**config.mk**
```make
export PLATFORM = sky130hd
export DESIGN_NAME = lcd_text_buffer
export DESIGN_NICKNAME = d
export VERILOG_FILES = /design/src/rtl/lcd_pkg.sv /design/src/rtl/lcd_char_decode.sv /design/src/rtl/lcd_text_buffer.sv
export SDC_FILE = /design/constraint.sdc
export NUM_CORES = 1
export LEC_CHECK = 0
export CORE_MARGIN = 5
export CORE_UTILIZATION = 45
export DETAILED_ROUTE_END_ITERATION = 12
export PLACE_DENSITY = 0.73
export REMOVE_ABC_BUFFERS = 1
export SKIP_LAST_GASP = 1
export SYNTH_ARGS = -nofsm -noshare
export SYNTH_HDL_FRONTEND = slang
export SYNTH_HIERARCHICAL = 1
export SYNTH_SLANG_ARGS = --single-unit
```
**constraint.sdc**
```tcl
create_clock -name clk -period 3.7 [get_ports clk]
set_input_delay 1.11 -clock clk [delete_from_list [all_inputs] [get_ports clk]]
set_output_delay 1.11 -clock clk [all_outputs]
set_load 0.1 [all_outputs]
```
**src/rtl/lcd_pkg.sv**
```systemverilog
// Shared constants, state encoding and byte-class bundle for the LCD text buffer.
package lcd_pkg;

    localparam int LCD_COLS  = 16;
    localparam int LCD_ROWS  = 2;
    localparam int LCD_CELLS = LCD_COLS * LCD_ROWS;

    localparam logic [7:0] CH_BS = 8'h08;
    localparam logic [7:0] CH_LF = 8'h0A;
    localparam logic [7:0] CH_FF = 8'h0C;
    localparam logic [7:0] CH_CR = 8'h0D;

    typedef enum logic [1:0] {
        ST_IDLE   = 2'd0,
        ST_CLEAR  = 2'd1,
        ST_SCROLL = 2'd2
    } tbuf_state_t;

    typedef struct packed {
        logic is_print;
        logic is_bad;
        logic is_cr;
        logic is_lf;
        logic is_bs;
        logic is_ff;
    } char_class_t;

endpackage

```
**src/rtl/lcd_char_decode.sv**
```systemverilog
// Combinational byte classifier: printable, out-of-range, or one of the four control codes.
module lcd_char_decode
    import lcd_pkg::*;
(
    input  logic [7:0]  in_data_i,
    output char_class_t cls_o
);

    always_comb begin
        cls_o          = '0;
        cls_o.is_print = (in_data_i >= 8'h20) && (in_data_i <= 8'h7E);
        cls_o.is_bad   = (in_data_i >= 8'h7F);
        cls_o.is_cr    = (in_data_i == CH_CR);
        cls_o.is_lf    = (in_data_i == CH_LF);
        cls_o.is_bs    = (in_data_i == CH_BS);
        cls_o.is_ff    = (in_data_i == CH_FF);
    end

endmodule

```
**src/rtl/lcd_text_buffer.sv**
```systemverilog
// 2x16 terminal-style character buffer with cursor, control codes and multi-cycle clear.
// Define LCD_TBUF_SCROLL_EN to scroll at end of screen instead of wrapping to home.
module lcd_text_buffer
    import lcd_pkg::*;
#(
    parameter logic [7:0] BLANK_CHAR = 8'h20,
    parameter logic [7:0] BAD_CHAR   = 8'h3F
) (
    input  logic         clk,
    input  logic         reset_n,
    input  logic         in_valid,
    output logic         in_ready,
    input  logic [7:0]   in_data,
    output logic [127:0] row0,
    output logic [127:0] row1,
    output logic         cursor_row,
    output logic [3:0]   cursor_col,
    output logic         upd
);

    logic [7:0]  cells_q [LCD_CELLS];
    logic        row_q;
    logic [3:0]  col_q;
    logic        upd_q;
    logic [4:0]  clr_cnt_q;
    tbuf_state_t state_q;

    char_class_t cls;
    logic        xfer;
    logic        is_char;
    logic        newline;
    logic [4:0]  cur_idx;
    logic [4:0]  bs_idx;
    logic [3:0]  col_dec;

    lcd_char_decode u_decode (
        .in_data_i (in_data),
        .cls_o     (cls)
    );

    assign in_ready = (state_q == ST_IDLE);
    assign xfer     = in_valid && in_ready;
    assign is_char  = cls.is_print || cls.is_bad;
    // Either a character landing in the last column or an explicit LF moves to the next line.
    assign newline  = (is_char && (col_q == 4'd15)) || cls.is_lf;
    assign col_dec  = col_q - 4'd1;
    assign cur_idx  = {row_q, col_q};
    assign bs_idx   = {row_q, col_dec};

    always_ff @(posedge clk or negedge reset_n) begin
        if (!reset_n) begin
            for (int i = 0; i < LCD_CELLS; i++) cells_q[i] <= BLANK_CHAR;
            row_q     <= 1'b0;
            col_q     <= 4'd0;
            upd_q     <= 1'b0;
            clr_cnt_q <= 5'd0;
            state_q   <= ST_IDLE;
        end else begin
            upd_q <= 1'b0;
            unique case (state_q)
                ST_IDLE: begin
                    if (xfer) begin
                        if (is_char) begin
                            cells_q[cur_idx] <= cls.is_bad ? BAD_CHAR : in_data;
                            upd_q            <= 1'b1;
                        end
                        if (newline) begin
                            col_q <= 4'd0;
                            if (!row_q) begin
                                row_q <= 1'b1;
                            end else begin
`ifdef LCD_TBUF_SCROLL_EN
                                state_q <= ST_SCROLL;
`else
                                row_q <= 1'b0;
`endif
                            end
                        end else if (is_char) begin
                            col_q <= col_q + 4'd1;
                        end else if (cls.is_cr) begin
                            col_q <= 4'd0;
                        end else if (cls.is_bs) begin
                            if (col_q != 4'd0) begin
                                col_q           <= col_dec;
                                cells_q[bs_idx] <= BLANK_CHAR;
                                upd_q           <= 1'b1;
                            end
                        end else if (cls.is_ff) begin
                            clr_cnt_q <= 5'd0;
                            state_q   <= ST_CLEAR;
                        end
                    end
                end
                ST_CLEAR: begin
                    cells_q[clr_cnt_q] <= BLANK_CHAR;
                    clr_cnt_q          <= clr_cnt_q + 5'd1;
                    if (clr_cnt_q == 5'd31) begin
                        row_q   <= 1'b0;
                        col_q   <= 4'd0;
                        upd_q   <= 1'b1;
                        state_q <= ST_IDLE;
                    end
                end
`ifdef LCD_TBUF_SCROLL_EN
                ST_SCROLL: begin
                    for (int i = 0; i < LCD_COLS; i++) begin
                        cells_q[i]            <= cells_q[i + LCD_COLS];
                        cells_q[i + LCD_COLS] <= BLANK_CHAR;
                    end
                    row_q   <= 1'b1;
                    col_q   <= 4'd0;
                    upd_q   <= 1'b1;
                    state_q <= ST_IDLE;
                end
`endif
                default: state_q <= ST_IDLE;
            endcase
        end
    end

    // Column 0 sits in the most significant byte of each row vector.
    for (genvar c = 0; c < LCD_COLS; c++) begin : g_pack
        assign row0[127-8*c -: 8] = cells_q[c];
        assign row1[127-8*c -: 8] = cells_q[LCD_COLS + c];
    end

    assign cursor_row = row_q;
    assign cursor_col = col_q;
    assign upd        = upd_q;

endmodule
```
==> run summary, run 1 <==
dfrtp_1 takes more of the synthesized area than any other cell. The length of the first detailed-routing pass in iterations is 6. The master cell of the clock root buffer is clkbuf_16. The register clock-pin slew on the reported worst setup and hold paths is ~0.06 ns. The all-layer global routing usage is approximately a quarter.

After synthesis, the share of flip-flops with an asynchronous set or reset is between 90% and 100%. The overall via count from detail_route is roughly 9800. The repair_antennas step left the layout with diodes totalling 0. The count of unique library cells instantiated by Yosys is 56. The final critical-path share of the clock period is 93.9%. Synthesis inferred 268 register bits.

The worst hold path belongs to the class flop to flop. For this design, the slowest cell found on the critical path is or4_4. The top fanout value on the critical path came out at 10. The total die area is around 0.029 sq mm. The buffer depth of the longest clock path is 3. The top cell family by delay on the critical path is simple AND/OR/NAND/NOR gates. The number of violations reported at the end of detailed-routing iteration 0 came out at between 900 and 1000.

The top-level port count came out at about 270. The number of placed instances with taps included came out at between 1500 and 2000. The final wirelength came out at ~38 mm.

The global-route congestion overflow total is 0. A synthesized cell averages about 12 sq um. The post-route antenna net violation count is 0.

Leaving out filler cells and counting taps, the final layout contains 1641. After synthesis, the cell types taking the most area are dfrtp_1 (51%), a22o_1 (17%), dfstp_2 (7.3%). STA classifies the critical path endpoint as a flop.

The synthesized area came out at roughly 0.012 sq mm. The hold violation total from the final report came out at 0. In this run the core area contains 58 standard-cell rows. In this run the tightest slew margin relative to its limit is 25.2%.

The number of global-route vias before repair is 9874. The critical path is of the input port to flop type. The tightest hold path in the finished design has a slack of 0.493 ns. The largest clock skew in the final design is approximately 0.013 ns. After floorplanning, the core was sized to cover approximately 0.025 sq mm.

The most frequently used flop master after synthesis is dfrtp_1. Along the worst hold path, the cell count comes to 2. The share of the yosys chip area belonging to registers came out at ~59%. The number of antenna violations at the first check in global routing is 1. The final estimated routing congestion in global placement came out at 0.896.

After clock tree synthesis, the repair step resized 0 gates. In this run the number of cells on the critical path is 9. The largest net degree at the start of global routing is 99. The clock tree from TritonCTS is yes. The post-synthesis to final-layout area growth came out at 37.1%. The count of flip-flops with a built-in enable after synthesis came out at 0.

The length in cells of the worst reg-to-reg path is 8. In this run the biggest area consumer among cell types represents between 50% and 60% of the synthesized area. Setup repair after global routing left no endpoint under its margin. The arrival time reported for the critical path endpoint came out at approximately 4 ns. The signal on the critical path passes through clkdlybuf4s50_1 -> or4_4 -> nor4_1 -> or4_1 -> nor4b_4 -> buf_12 -> and2_1 -> a211oi_2 -> a22o_1. The number of hold buffers added after CTS came out at 0. The die is between 150 and 200 um wide. Post-CTS timing repair inserted 0 buffers for setup. The proportion of layout cells with a drive suffix above 1 came out at 38.1%. Once layout is complete, the utilization of the core stands at around 63%. The total number of nets in the final design is 1311.

The average wire length per cell after detail routing is 23.0 um. The post-synthesis cell count came out at 946. The post-route setup TNS came out at 0 ns. The residual DRC count is 0. The global-route wire length before repair is 58.6 mm. The max-slew violation total from the final report came out at 0.

The worst setup path is launched from an input port. The upper clock frequency limit came out at roughly 290 MHz. The number of max-capacitance violations reported is 0. The die outline height is ~170 um. The number of warning messages in the yosys log is 6. For the pin with the worst max-slew slack, the measured transition is approximately 1.1 ns. The clock net in this run drives a total of approximately 270 sinks.

The initial cell density of the core is around 46%. The number of buffers created by CTS is 28. In this run the number of H-tree levels came out at 1. The required arrival time at the worst endpoint came out at about 4.2 ns. The final period demand of the worst path came out at roughly 3.5 ns. The number of buffers and inverters on the critical path is 2. Input and output buffers added on the ports amount to around 270. The flow ran to the end, and the final reports show no timing, DRC or antenna violations. The via density per instance is about 6.

The later-pin clock latency in the skew report came out at ~0.54 ns. The delay of the slowest critical-path stage came out at around 0.59 ns. The number of setup violations in the final report is 0.

Detailed placement ended at an HPWL of between 20 and 30 mm.
==> cell usage after synthesis (all sizes together), types with 10 or more instances <==
library cell,number
nand3b,10
dfstp,32
clkbuf,55
mux2i,24
nor3,34
buf,15
ha,11
nor4,28
a311oi,23
nor2,55
a22o,224
dfrtp,236
nand3,29
a21oi,16
o211ai,15
inv,11
o21ai,20
nand2,36
==> cell type report <==
type,instances,area [sq um]
clock inverter,17,256
tap,330,413
clock buffer,35,778
inverter,11,41.3
multi-input combinational,597,4510
fill,1995,9410
timing repair buffer,383,3020
sequential,268,6750
==> worst paths after layout <==
check	end	slack, ns	startpoint
max	row0[95]	0.23	in_data[6]
min	row0[61]	0.49	row0[61]
max reg2reg	row0[47]	0.81	cursor_col[0]
min reg2reg	row0[61]	0.49	row0[61]
max in group asynchronous	row0[53]	2.21	reset_n
min in group asynchronous	row0[74]	0.61	reset_n
==> sequential cells by signal (all words and copies together), names as in the netlist <==
register / cells
clr_cnt_q: 5
row1: 128
upd: 1
state_q: 1
row0: 128
cursor_row: 1
cursor_col: 4
==> placed cells by master, fill, tap and decap left out, types with 3 or more instances in the layout <==
| cell | synthesis | layout |
|---|---|---|
| bufinv_16 | 0 | 6 |
| a21oi_1 | 16 | 16 |
| nor2b_1 | 6 | 5 |
| nand3_1 | 29 | 29 |
| and3_1 | 6 | 6 |
| dfrtp_1 | 236 | 235 |
| clkbuf_16 | 0 | 29 |
| clkinv_4 | 0 | 3 |
| clkinv_2 | 0 | 4 |
| nor2_1 | 55 | 49 |
| o21ai_0 | 13 | 13 |
| clkinvlp_4 | 0 | 4 |
| nor4_1 | 26 | 26 |
| dfstp_2 | 32 | 32 |
| nand2b_1 | 9 | 8 |
| inv_1 | 11 | 11 |
| nand3b_1 | 10 | 10 |
| clkbuf_1 | 55 | 3 |
| or2_2 | 5 | 5 |
| o211ai_1 | 15 | 15 |
| a31oi_1 | 7 | 7 |
| a221oi_2 | 5 | 6 |
| a311oi_2 | 12 | 13 |
| and2_1 | 3 | 3 |
| o21ai_1 | 7 | 7 |
| a22o_1 | 224 | 224 |
| a311oi_1 | 10 | 9 |
| buf_4 | 1 | 364 |
| ha_1 | 11 | 11 |
| clkdlybuf4s50_1 | 0 | 9 |
| mux2i_1 | 24 | 24 |
| nand2_1 | 36 | 36 |
| buf_12 | 0 | 9 |
| clkbuf_8 | 0 | 3 |
| nor2_4 | 0 | 6 |
| nor3_1 | 34 | 34 |
==> metal layers <==
metal	GRT usage (%)	routed length, um	up-vias
li1	-	-	4358
met1	37.0	16600	4998
met2	39.3	17300	432
met3	5.83	3150	58
met4	5.31	677	2
met5	0	13	-
==> tightest hold or removal path: stages, from the launching register on <==
cell     delay, ns
dfstp_2       0.37
nand2_1       0.05
nand3_1       0.07
==> kinds of logic (layout without fill, tap and decap cells) <==
family                   after synthesis  count (layout)  share of synthesized area [%]
XOR/XNOR                               3               3                          0.228
AO/OA/AOI/OAI                        326             326                           24.5
adder cells (fa/ha/maj)               11              11                           1.20
multiplexers                          25              25                           2.19
AND/OR/NAND/NOR                      232             232                           10.5
flip-flops                           268             268                           58.6
buffers and inverters                 81             446                           2.75
==> stage by stage <==
step,setup slack [ns],cell area [sq um]
floorplan,-0.982,11200
global placement,-0.316,14700
detailed placement,-0.441,14700
CTS,0.102,15800
global route,0.00987,15800
finish,0.226,15800
Power of run 1 is left out: the tool's default activity adds up to more than one toggle a clock period on the data nets, which glitch-free logic cannot reach.
==> run 2, diff against run 1 <==
Settings changed: TNS_END_PERCENT from default to 5.
==> run summary, run 2 (same netlist as run 1, synthesis figures left out) <==
The number of sinks on the clock net is 268. The count of H-tree levels built during CTS came out at 1. The final critical-path share of the clock period came out at 96.7%. The core region is 0.0252 sq mm.

The delay of the slowest critical-path stage is approximately 0.77 ns. The final non-filler cell total is between 1500 and 2000. The later-pin clock latency in the skew report is ~0.54 ns. The number of hold buffers added after CTS came out at 0.

The floorplan has just under 60 rows. In this design, the largest share of critical-path delay is due to simple AND/OR/NAND/NOR gates. The top fanout value on the critical path is 10. The die outline height is around 170 um. The total die area is 0.0289 sq mm. The width of the chip is about 170 um. The worst register-to-register path begins at cursor_col[0]. In this run the register-to-register setup slack is roughly 0.66 ns. The number of violations reported at the end of detailed-routing iteration 0 is 1021. The worst setup path is launched from an input port. The number of antenna diodes in the final layout is 0.

The final estimated routing congestion in global placement came out at approximately 0.9. The class of the worst hold path is flop to flop. The global-route wire length before repair is 58.6 mm. Setup repair after global routing could not meet its margin everywhere. In the layout the commonest cells are buf_4 (364), dfrtp_1 (235), a22o_1 (224), nor2_1 (49), nand2_1 (36). The master cell of the clock root buffer is clkbuf_16. The initial cell density of the core came out at a little under half. The routed layout has slightly below 10000 vias. The max-slew violation total from the final report was 0. In this run the most critical hold path is launched from row0[61].

The top-level port count came out at between 200 and 300. Buffers added to address setup during post-CTS repair amount to 0. The arrival time reported for the critical path endpoint is 4.05 ns. The total number of nets in the final design came out at ~1300. The largest clock skew in the final design is around 0.014 ns. The flow ran to the end, and the final reports show no timing, DRC or antenna violations.

The number of buffers created by CTS is 28. The count of buffers added on input and output ports is 273. The tightest slew margin relative to the limit came out at 25.0%. The average wire length per cell after detail routing is approximately 23 um.

Using the TritonRoute via totals, the vias-per-cell ratio works out to between 6 and 7. Counting tap cells, the placed design contains a total of about 1600 instances. The number of antenna violations at the first check in global routing is 1. The required arrival time at the worst endpoint came out at ~4.2 ns. Together, buffers and inverters on the worst path number 2. In this run the worst setup path terminates at row0[63].

The number of max-capacitance violations reported came out at 0. The length in cells of the worst reg-to-reg path came out at 7. The hold violation total from the final report is 0. The routed design could run at a clock period as short as ~3.6 ns.

The global-route congestion overflow total is 0. The cell with the largest stage delay on the worst path is a221oi_1. After clock tree synthesis, the clock-pin slew on the worst setup and hold paths is around 0.060 ns. The length of the first detailed-routing pass in iterations is 5.

In the routed design, unresolved DRC markers number 0. The pin slew with the least headroom to its limit is around 1.1 ns. STA classifies the critical path endpoint as a flop. The library cell used most frequently in the layout, excluding fill and tap cells, is buf_4. Relative to the synthesized area, the layout overhead comes to 37.0%. The all-layer global routing usage is roughly a quarter.

Walking the worst path, the cells encountered are clkdlybuf4s50_1 -> or4_4 -> nor4_1 -> or4_1 -> nor4b_4 -> buf_12 -> a221oi_1 -> a22o_1. The upper clock frequency limit is 279 MHz. The critical path is of the input port to flop type. The proportion of layout cells with a drive suffix above 1 came out at between 30% and 40%. The final wirelength came out at between 30 and 40 mm.

The worst register-to-register path ends at row0[63]. The post-route antenna net violation count is 0. In this run the worst setup path begins at in_data[6]. The number of global-route vias before repair is approximately 10000. The instance count on the critical path is 8. The largest net degree at the start of global routing is 99. The estimated wirelength of the detail-placed design is approximately 25 mm. The clock passes through at most 3 buffers. TritonCTS built the clock tree. The share of the core filled with cells in the final layout came out at between 60% and 70%. The number of setup violations in the final report came out at 0.
[run 2: cell type report]
| class | instances | area (sq um) |
|---|---|---|
| tap | 330 | 413 |
| inverter | 11 | 41.3 |
| fill | 1995 | 9420 |
| multi-input combinational | 597 | 4510 |
| clock buffer | 35 | 778 |
| timing repair buffer | 383 | 3020 |
| clock inverter | 17 | 256 |
| sequential | 268 | 6750 |
[run 2: worst min path at each step]
| stage | to | cells after the start |
|---|---|---|
| after global routing | row0[91] | 1 |
| after detailed placement | row0[26] | 1 |
| final | row0[61] | 2 |
| after floorplan | clr_cnt_q[1] | 1 |
| after global placement | row0[61] | 2 |
| after CTS | row0[61] | 2 |
[run 2: timing repair]
| action | CTS | global route |
|---|---|---|
| setup endpoints to repair | 0 | 14 |
| hold endpoints to repair | 0 | 0 |
| resized for setup | 0 | 1 |
[run 2: metal layers]
metal	track usage, %	up-vias	share of wire (%)
li1	-	4354	-
met1	37.0	4965	44
met2	39.3	462	46
met3	5.83	71	8.5
met4	5.31	2	2.0
met5	0	-	0.035
[run 2: through the flow]
stage	instance area, sq um	hold slack (ns)	setup TNS (ns)	worst slack (ns)
after global routing	15800	0.514	-0.548	-0.0888
after detailed placement	14700	0.483	-50.49	-0.441
after CTS	15800	0.499	0	0.102
after global placement	14700	0.481	-26.81	-0.316
after floorplan	11200	0.537	-160.19	-0.982
final	15800	0.494	0	0.121
[run 2: worst reg2reg max path, cell delays in order (launching register included)]
cell,delay (ns)
dfrtp_1,0.56
inv_1,0.17
ha_1,0.29
and2_1,0.17
a21oi_1,0.26
o21ai_1,0.38
a221oi_1,0.89
a22o_1,0.26
Power of run 2 is left out for the same reason.
